`src/rtl/video_timing_pkg.sv`:
```
// Shared constants, widths and sync-bundle type for the 1080p60 raster timing generator.
`timescale 1ns/1ps
package video_timing_pkg;

   localparam int X_W = 12;
   localparam int Y_W = 11;

   localparam int DEF_H_ACTIVE = 1920;
   localparam int DEF_H_FP     = 88;
   localparam int DEF_H_SYNC   = 44;
   localparam int DEF_H_BP     = 148;
   localparam int DEF_V_ACTIVE = 1080;
   localparam int DEF_V_FP     = 4;
   localparam int DEF_V_SYNC   = 5;
   localparam int DEF_V_BP     = 36;
   localparam int DEF_PIPE_LAT = 8;

   typedef struct packed {
      logic de;
      logic hsync;
      logic vsync;
      logic sof;
   } vid_sync_t;

   function automatic int raster_total(input int active, input int fp, input int sync, input int bp);
      return active + fp + sync + bp;
   endfunction

   localparam int DEF_H_TOTAL = raster_total(DEF_H_ACTIVE, DEF_H_FP, DEF_H_SYNC, DEF_H_BP);
   localparam int DEF_V_TOTAL = raster_total(DEF_V_ACTIVE, DEF_V_FP, DEF_V_SYNC, DEF_V_BP);

   // Value a sync bundle takes outside active video and while in reset.
   function automatic vid_sync_t sync_idle(input logic pol);
      vid_sync_t s;
      s.de    = 1'b0;
      s.hsync = ~pol;
      s.vsync = ~pol;
      s.sof   = 1'b0;
      return s;
   endfunction

endpackage

```
`src/rtl/video_timing_gen_sync_delay_line.sv`:
```
// Clock-enabled shift register of sync bundles; realigns timing with the CeNN output latency.
`timescale 1ns/1ps
module sync_delay_line
   import video_timing_pkg::*;
#(
   parameter int        DEPTH = 8,
   parameter vid_sync_t IDLE  = '0
) (
   input  logic      clk,
   input  logic      rst_n,
   input  logic      en,
   input  vid_sync_t din,
   output vid_sync_t dout
);

   for (genvar gi = 0; gi < DEPTH; gi++) begin : g_stage
      vid_sync_t stage_reg;
      vid_sync_t stage_in;

      if (gi == 0) begin : g_head
         assign stage_in = din;
      end else begin : g_tail
         assign stage_in = g_stage[gi-1].stage_reg;
      end

      always_ff @(posedge clk) begin
         if (!rst_n) begin
            stage_reg <= IDLE;
         end else if (en) begin
            stage_reg <= stage_in;
         end
      end
   end

   assign dout = g_stage[DEPTH-1].stage_reg;

endmodule

```
`src/rtl/video_timing_gen.sv`:
```
// Free-running raster timing generator with a delayed copy of the sync bundle.
`timescale 1ns/1ps
module video_timing_gen
   import video_timing_pkg::*;
#(
   parameter int   H_ACTIVE = DEF_H_ACTIVE,
   parameter int   H_FP     = DEF_H_FP,
   parameter int   H_SYNC   = DEF_H_SYNC,
   parameter int   H_BP     = DEF_H_BP,
   parameter int   V_ACTIVE = DEF_V_ACTIVE,
   parameter int   V_FP     = DEF_V_FP,
   parameter int   V_SYNC   = DEF_V_SYNC,
   parameter int   V_BP     = DEF_V_BP,
   parameter logic SYNC_POL = 1'b1,
   parameter int   PIPE_LAT = DEF_PIPE_LAT
) (
   input  logic           clk,
   input  logic           rst_n,
   input  logic           en,
   output logic [X_W-1:0] x,
   output logic [Y_W-1:0] y,
   output logic           de,
   output logic           hsync,
   output logic           vsync,
   output logic           sof,
   output logic           de_d,
   output logic           hsync_d,
   output logic           vsync_d,
   output logic           sof_d
);

   localparam int H_TOTAL = raster_total(H_ACTIVE, H_FP, H_SYNC, H_BP);
   localparam int V_TOTAL = raster_total(V_ACTIVE, V_FP, V_SYNC, V_BP);

   localparam logic [X_W-1:0] X_LAST     = X_W'(H_TOTAL - 1);
   localparam logic [X_W-1:0] X_ACT      = X_W'(H_ACTIVE);
   localparam logic [X_W-1:0] X_HS_START = X_W'(H_ACTIVE + H_FP);
   localparam logic [X_W-1:0] X_HS_END   = X_W'(H_ACTIVE + H_FP + H_SYNC);
   localparam logic [Y_W-1:0] Y_LAST     = Y_W'(V_TOTAL - 1);
   localparam logic [Y_W-1:0] Y_ACT      = Y_W'(V_ACTIVE);
   localparam logic [Y_W-1:0] Y_VS_START = Y_W'(V_ACTIVE + V_FP);
   localparam logic [Y_W-1:0] Y_VS_END   = Y_W'(V_ACTIVE + V_FP + V_SYNC);

   localparam vid_sync_t SYNC_IDLE = sync_idle(SYNC_POL);

   if (PIPE_LAT < 1 || PIPE_LAT > 64) begin : g_bad_lat
      $error("video_timing_gen: PIPE_LAT=%0d outside 1..64", PIPE_LAT);
   end
   if (H_TOTAL > (1 << X_W) || V_TOTAL > (1 << Y_W)) begin : g_bad_raster
      $error("video_timing_gen: raster %0dx%0d exceeds counter widths", H_TOTAL, V_TOTAL);
   end

   // pos_* is the raster slot the next enabled edge presents on the outputs,
   // so the first edge after reset shows slot (0,0) rather than skipping it.
   logic [X_W-1:0] pos_x_reg, pos_x_next;
   logic [Y_W-1:0] pos_y_reg, pos_y_next;
   logic [X_W-1:0] x_reg;
   logic [Y_W-1:0] y_reg;
   vid_sync_t      sync_reg, sync_next;
   vid_sync_t      sync_dly;

   always_comb begin
      pos_x_next = pos_x_reg + X_W'(1);
      pos_y_next = pos_y_reg;
      if (pos_x_reg == X_LAST) begin
         pos_x_next = '0;
         pos_y_next = (pos_y_reg == Y_LAST) ? '0 : pos_y_reg + Y_W'(1);
      end
   end

   always_comb begin
      sync_next       = SYNC_IDLE;
      sync_next.de    = (pos_x_reg < X_ACT) && (pos_y_reg < Y_ACT);
      sync_next.hsync = (pos_x_reg >= X_HS_START && pos_x_reg < X_HS_END) ? SYNC_POL : ~SYNC_POL;
      sync_next.vsync = (pos_y_reg >= Y_VS_START && pos_y_reg < Y_VS_END) ? SYNC_POL : ~SYNC_POL;
      sync_next.sof   = (pos_x_reg == '0) && (pos_y_reg == '0);
   end

   always_ff @(posedge clk) begin
      if (!rst_n) begin
         pos_x_reg <= '0;
         pos_y_reg <= '0;
         x_reg     <= '0;
         y_reg     <= '0;
         sync_reg  <= SYNC_IDLE;
      end else if (en) begin
         pos_x_reg <= pos_x_next;
         pos_y_reg <= pos_y_next;
         x_reg     <= pos_x_reg;
         y_reg     <= pos_y_reg;
         sync_reg  <= sync_next;
      end
   end

   // Fed from the registered outputs, so DEPTH stages give exactly PIPE_LAT enabled clocks of delay.
   sync_delay_line #(
      .DEPTH (PIPE_LAT),
      .IDLE  (SYNC_IDLE)
   ) u_delay (
      .clk   (clk),
      .rst_n (rst_n),
      .en    (en),
      .din   (sync_reg),
      .dout  (sync_dly)
   );

   assign x       = x_reg;
   assign y       = y_reg;
   assign de      = sync_reg.de;
   assign hsync   = sync_reg.hsync;
   assign vsync   = sync_reg.vsync;
   assign sof     = sync_reg.sof;
   assign de_d    = sync_dly.de;
   assign hsync_d = sync_dly.hsync;
   assign vsync_d = sync_dly.vsync;
   assign sof_d   = sync_dly.sof;

endmodule
```
`config.mk`:
```
export PLATFORM = sky130hd
export DESIGN_NAME = video_timing_gen
export DESIGN_NICKNAME = d
export VERILOG_FILES = /design/src/rtl/video_timing_pkg.sv /design/src/rtl/video_timing_gen_sync_delay_line.sv /design/src/rtl/video_timing_gen.sv
export SDC_FILE = /design/constraint.sdc
export NUM_CORES = 1
export LEC_CHECK = 0
export CORE_MARGIN = 4
export CORE_UTILIZATION = 25
export CTS_CLUSTER_SIZE = 28
export DETAILED_ROUTE_END_ITERATION = 12
export PLACE_DENSITY_LB_ADDON = 0.2
export SLEW_MARGIN = 20
export SYNTH_ARGS = -nofsm -noshare
export SYNTH_HDL_FRONTEND = slang
export SYNTH_HIERARCHICAL = 1
export SYNTH_SLANG_ARGS = --single-unit
```
`constraint.sdc`:
```
create_clock -name clk -period 2.38 [get_ports clk]
set_input_delay 0.714 -clock clk [delete_from_list [all_inputs] [get_ports clk]]
set_output_delay 0.714 -clock clk [all_outputs]
set_load 0.03 [all_outputs]
```
==> metrics.csv, run 1 <==
metric;value;unit
htree_levels;3;
critPathMaxFanout;3;
synth_cells;351;
io_buffers;33;
grt_overflow_total;0;
ir_worst_vdd;0.334;mV
status;finished, final reports clean;
power;3.12;mW
grt_use_total;9.67;%
pre_cts_slack;0.314;ns
seq_area_frac_synth;46.0;%
fmax;0.467;GHz
synth_edf_count;0;
critPathKind;reg2out;
clockBufferDepth;2;
rsz0062_at_grt;no;
grt_max_degree;46;
dr.pass1.iters;4;
rr_endpoint;pos_y_reg[7];
cp_cell_sequence;clkdlybuf4s50_1;
cts.sinks;82;
crit_path_start_kind;flop;
first_iter_violations;135;
min_from;de;
holdPathEnd;de;
yosys.area.top_type;dfxtp_1;
grt_pass1_wl;12500;um
multi_input_area;1750;um^2
power.density;714;nW/um^2
slew_violations;0;
post-cts-setup-buffers;0;
first_global_vias;2549;
die-area;16200;um^2
root_buffer;clkbuf_16;
wl;7270;um
slowest_stage;clkdlybuf4s50_1;
fin_nets;388;
io_pins;34;
hold_path_class;reg2reg;
fp.dieH;127;um
finalSetupViolations;0;
final_common_cell;dfxtp_1;
r2r_cells;5;
synth_cell_types;42;
synth_area;3570;um^2
critical_path_required;1.67;ns
crit_buf_inv;1;
clk_latency;0.34;ns
rows;43;
post-dp-hpwl;5010;um
hold_buffers;0;
placed_area;4030;um^2
synthArstFlopShare;0;%
finClkSkew;0.00607;ns
via_per_inst;4.40;
start_util;25.6;%
ys.flop_type;dfxtp_1;
cts_tree;built;
die_w;127;um
numCtsBuffers;9;
fin_ws;0.240;ns
syn-num-nets;358;
tns;0;ns
synth_seq_cells;82;
routedWlPerCell;12.8;um
fill_cells;1436;
gp_congestion;0.778;
yosysWarnings;6;
reg2reg_from;pos_x_reg[0];
worst_ep_arrival_time;1.43;ns
antenna_cells;0;
ff2ff_setup_slack;0.37;ns
worst_setup_path_end_kind;output port;
holdWs;0.505;ns
cp_top_family;buffers and inverters;
largest_register_ffs;28;
core;13900;um^2
seqCellArea;1640;um^2
final_cell_area;4370;um^2
max-slew-margin-rel;52.8;%
antenna_found_initial;0;
max-cap-violations;0;
hold_viol;0;
p_leak;1.60;nW
hold_path_depth;2;
path_clk_slew;0.06;ns
vias;2488;
finalCritPeriodShare;89.9;%
drive_gt1_share;7.51;%
postRouteAntennaNets;0;
synth_area_per_cell;10.2;um^2
ctsResizeCount;0;
syn2layout_area_growth;22.4;%
synth.top_cell.area_share;46.0;%
tightest_slew;0.708;ns
most-common-layout-cells;dfxtp_1 (82), mux2i_1 (57), nor2b_1 (56);
drc;0;
finalCriticalPeriod;2.14;ns
synth_area_leaders;dfxtp_1 (46%), mux2i_1 (16%), nor2b_1 (9.8%), buf_12 (1.7%), nor2_1 (1.6%);
max_stage_delay;0.70;ns
[final cells by class]
type / count / share of cell area [%]
tap: 180 / 5.16
timing repair buffer: 41 / 8.88
clock buffer: 10 / 5.24
inverter: 6 / 0.516
sequential: 82 / 37.6
clock inverter: 6 / 2.58
multi-input combinational: 241 / 40.0
[power breakdown]
part           switching [mW]  total [mW]  internal, mW
clock network           0.566        1.60          1.03
registers              0.0101        1.39          1.38
logic                  0.0685       0.131        0.0628
[tightest hold or removal path: cells and delay by family, from the launching register on]
family	cells	cell delay (ns)
AOI/OAI and AO/OA	1	0.05
DFF	1	0.33
and+or+nand+nor	1	0.07
[cell usage after synthesis, drive strengths merged (2+ instances only)]
cell type and number:
or4 5, a21oi 7, o31ai 4, nor2 16, xnor2 6, nand4 8
o21ai 6, clkbuf 12, nor3b 2, a21boi 7, nor3 4, or3 3
nand2b 4, mux2i 57, and4 7, nand2 13, nor2b 56, and2 4
inv 6, nand3 11, and3 2, nor4 3, o21a 2, dfxtp 82
ha 4, xor2 4, buf 10
[logic make-up (layout without fill, tap and decap cells)]
| logic type | after synthesis | in the layout | synth area share, % |
|---|---|---|---|
| compound gates | 30 | 30 | 5.50 |
| xor+xnor | 10 | 10 | 2.45 |
| fa+ha+maj | 4 | 4 | 1.40 |
| buf+inv | 28 | 63 | 5.01 |
| flops | 82 | 82 | 46.0 |
| mux | 57 | 57 | 16.0 |
| simple gates | 140 | 140 | 23.6 |
[how the worst max path moves through the flow]
stage | to | startpoint | slack [ns] | depth (start not counted)
after floorplan | pos_x_reg[2] | en | 0.53 | 5
after global routing | hsync | hsync | 0.18 | 1
after detailed placement | pos_x_reg[10] | rst_n | 0.31 | 3
after global placement | pos_x_reg[6] | rst_n | 0.33 | 3
final | hsync | hsync | 0.24 | 1
after CTS | hsync | hsync | 0.21 | 1
[metal layers]
layer	part of all wire, %	GRT usage, %	vias to the layer above
met5	0	0	-
met4	1.8	4.42	0
met3	4.7	3.51	11
met2	43	14.8	48
met1	50	12.1	1151
li1	-	-	1278
[per-stage QoR]
step                      instances  util [%]
after floorplan                 351         -
after detailed placement        550      28.9
final                           566      31.3
after global placement          550      28.9
after CTS                       566      31.3
after global routing            566      31.3
Note: power is estimated with default switching activity, not from simulation.
==> run 2: changes to the inputs <==
DONT_BUFFER_PORTS = 1   (was unset)
==> run 2 against run 1 <==
Net effect:
- clock skew shrank 0.0022 ns
- non-clock buffer count shrank 41
- global-route usage shrank 0.39 points
- final area shrank 9.7%
- hold slack gained 0.0080 ns
- utilization shrank 3.0 points
==> metrics.csv, run 2 (synthesized netlist as in run 1, its figures left out) <==
metric;value;unit
status;finished, final reports clean;
via_per_inst;4.39;
clockBufferDepth;2;
core;13900;um^2
critical_path_required;2.64;ns
hold_viol;0;
fill_cells;1465;
htree_levels;3;
antenna_cells;0;
clk_latency;0.33;ns
grt_overflow_total;0;
routedWlPerCell;13.6;um
io_buffers;0;
cp-startpoint;pos_x_reg[0];
syn2layout_area_growth;10.5;%
grt_max_degree;74;
first_iter_violations;156;
dr.pass1.iters;4;
rows;43;
fp.dieH;127;um
die_w;127;um
max-slew-margin-rel;63.6;%
postRouteAntennaNets;0;
cts.sinks;82;
path_clk_slew;0.06;ns
comb_power_share;2.1;%
rr_endpoint;pos_y_reg[9];
post-cts-setup-buffers;0;
finalCriticalPeriod;2.03;ns
intPower;2.29;mW
critPathMaxFanout;11;
rsz0062_at_grt;no;
io_pins;34;
p_leak;1.43;nW
finalSetupViolations;0;
antenna_found_initial;0;
tightest_slew;0.538;ns
power;2.86;mW
fmax;0.492;GHz
ctsResizeCount;0;
reg2reg_from;pos_x_reg[0];
seq_power_share;49.0;%
worst_setup_path_end_kind;flop;
holdWs;0.513;ns
root_buffer;clkbuf_16;
gp_congestion;0.734;
largest_register_ffs;28;
first_global_vias;2256;
hold_path_class;in2reg;
finalCritPeriodShare;85.3;%
hold_buffers;0;
tns;0;ns
grt_use_total;9.29;%
die-area;16200;um^2
switchingPower;572;uW
grt_pass1_wl;12200;um
crit_end;pos_y_reg[9];
wl;7150;um
final_common_cell;dfxtp_1;
worst_ep_arrival_time;2.30;ns
r2r_cells;5;
fin_nets;347;
post-dp-hpwl;4610;um
critPathKind;reg2reg;
drive_gt1_share;6.09;%
ff2ff_setup_slack;0.35;ns
power_frac_clock;48.9;%
max-cap-violations;0;
slew_violations;0;
cts_tree;built;
start_util;25.6;%
most-common-layout-cells;dfxtp_1 (82), mux2i_1 (57), nor2b_1 (56);
swShare;20.0;%
numCtsBuffers;9;
vias;2305;
drc;0;
finClkSkew;0.00390;ns
power.density;727;nW/um^2
crit_path_start_kind;flop;
ir_worst_vdd;0.459;mV
## run 2: stage by stage
stage / setup WS, ns / cells / instance area [um^2] / utilization (%)
global route: 0.198 / 525 / 3940 / 28.3
detailed placement: 0.336 / 509 / 3640 / 26.1
floorplan: 0.531 / 351 / 3570 / -
CTS: 0.324 / 525 / 3940 / 28.3
global placement: 0.417 / 509 / 3640 / 26.1
finish: 0.349 / 525 / 3940 / 28.3
## run 2: routing by layer
layer,track usage [%],wire (um),vias up
li1,-,-,1196
met1,12.2,3540,1069
met2,13.7,3100,32
met3,3.89,422,8
met4,3.22,86,0
met5,0,0,-
## run 2: cell type report
class | count | area (um^2) | share of cell area, %
Inverter | 6 | 22.5 | 0.571
Clock buffer | 11 | 253 | 6.41
Tap cell | 180 | 225 | 5.71
Multi-Input combinational cell | 241 | 1750 | 44.3
Clock inverter | 5 | 52.6 | 1.33
Sequential cell | 82 | 1640 | 41.6
## run 2: how the worst min path moves through the flow
stage	startpoint	end	slack [ns]	depth (start not counted)
after CTS	rst_n	sof	0.49	1
after global placement	u_delay/g_stage[1].stage_reg[0]	u_delay/g_stage[1].stage_reg[0]	0.50	2
after global routing	rst_n	sof	0.50	1
after detailed placement	u_delay/g_stage[2].stage_reg[1]	u_delay/g_stage[2].stage_reg[1]	0.51	2
after floorplan	pos_y_reg[10]	pos_y_reg[10]	0.48	2
final	rst_n	u_delay/g_stage[5].stage_reg[0]	0.51	1
## run 2: worst max-delay path, cell delays in order, from the launching register on
cell	delay, ns
dfxtp_1	0.41
ha_1	0.23
and4_1	0.30
nand4_2	0.29
or4_1	0.58
a21oi_1	0.15
## run 2: power groups by stage
stage | combinational [mW] | clock (mW) | sequential [mW]
CTS | 0.0608 | 1.46 | 1.40
global placement | 0.0609 | 0 | 1.43
floorplan | 0.100 | 0 | 1.43
finish | 0.0599 | 1.40 | 1.40
global route | 0.0651 | 1.52 | 1.40
detailed placement | 0.0608 | 0 | 1.43
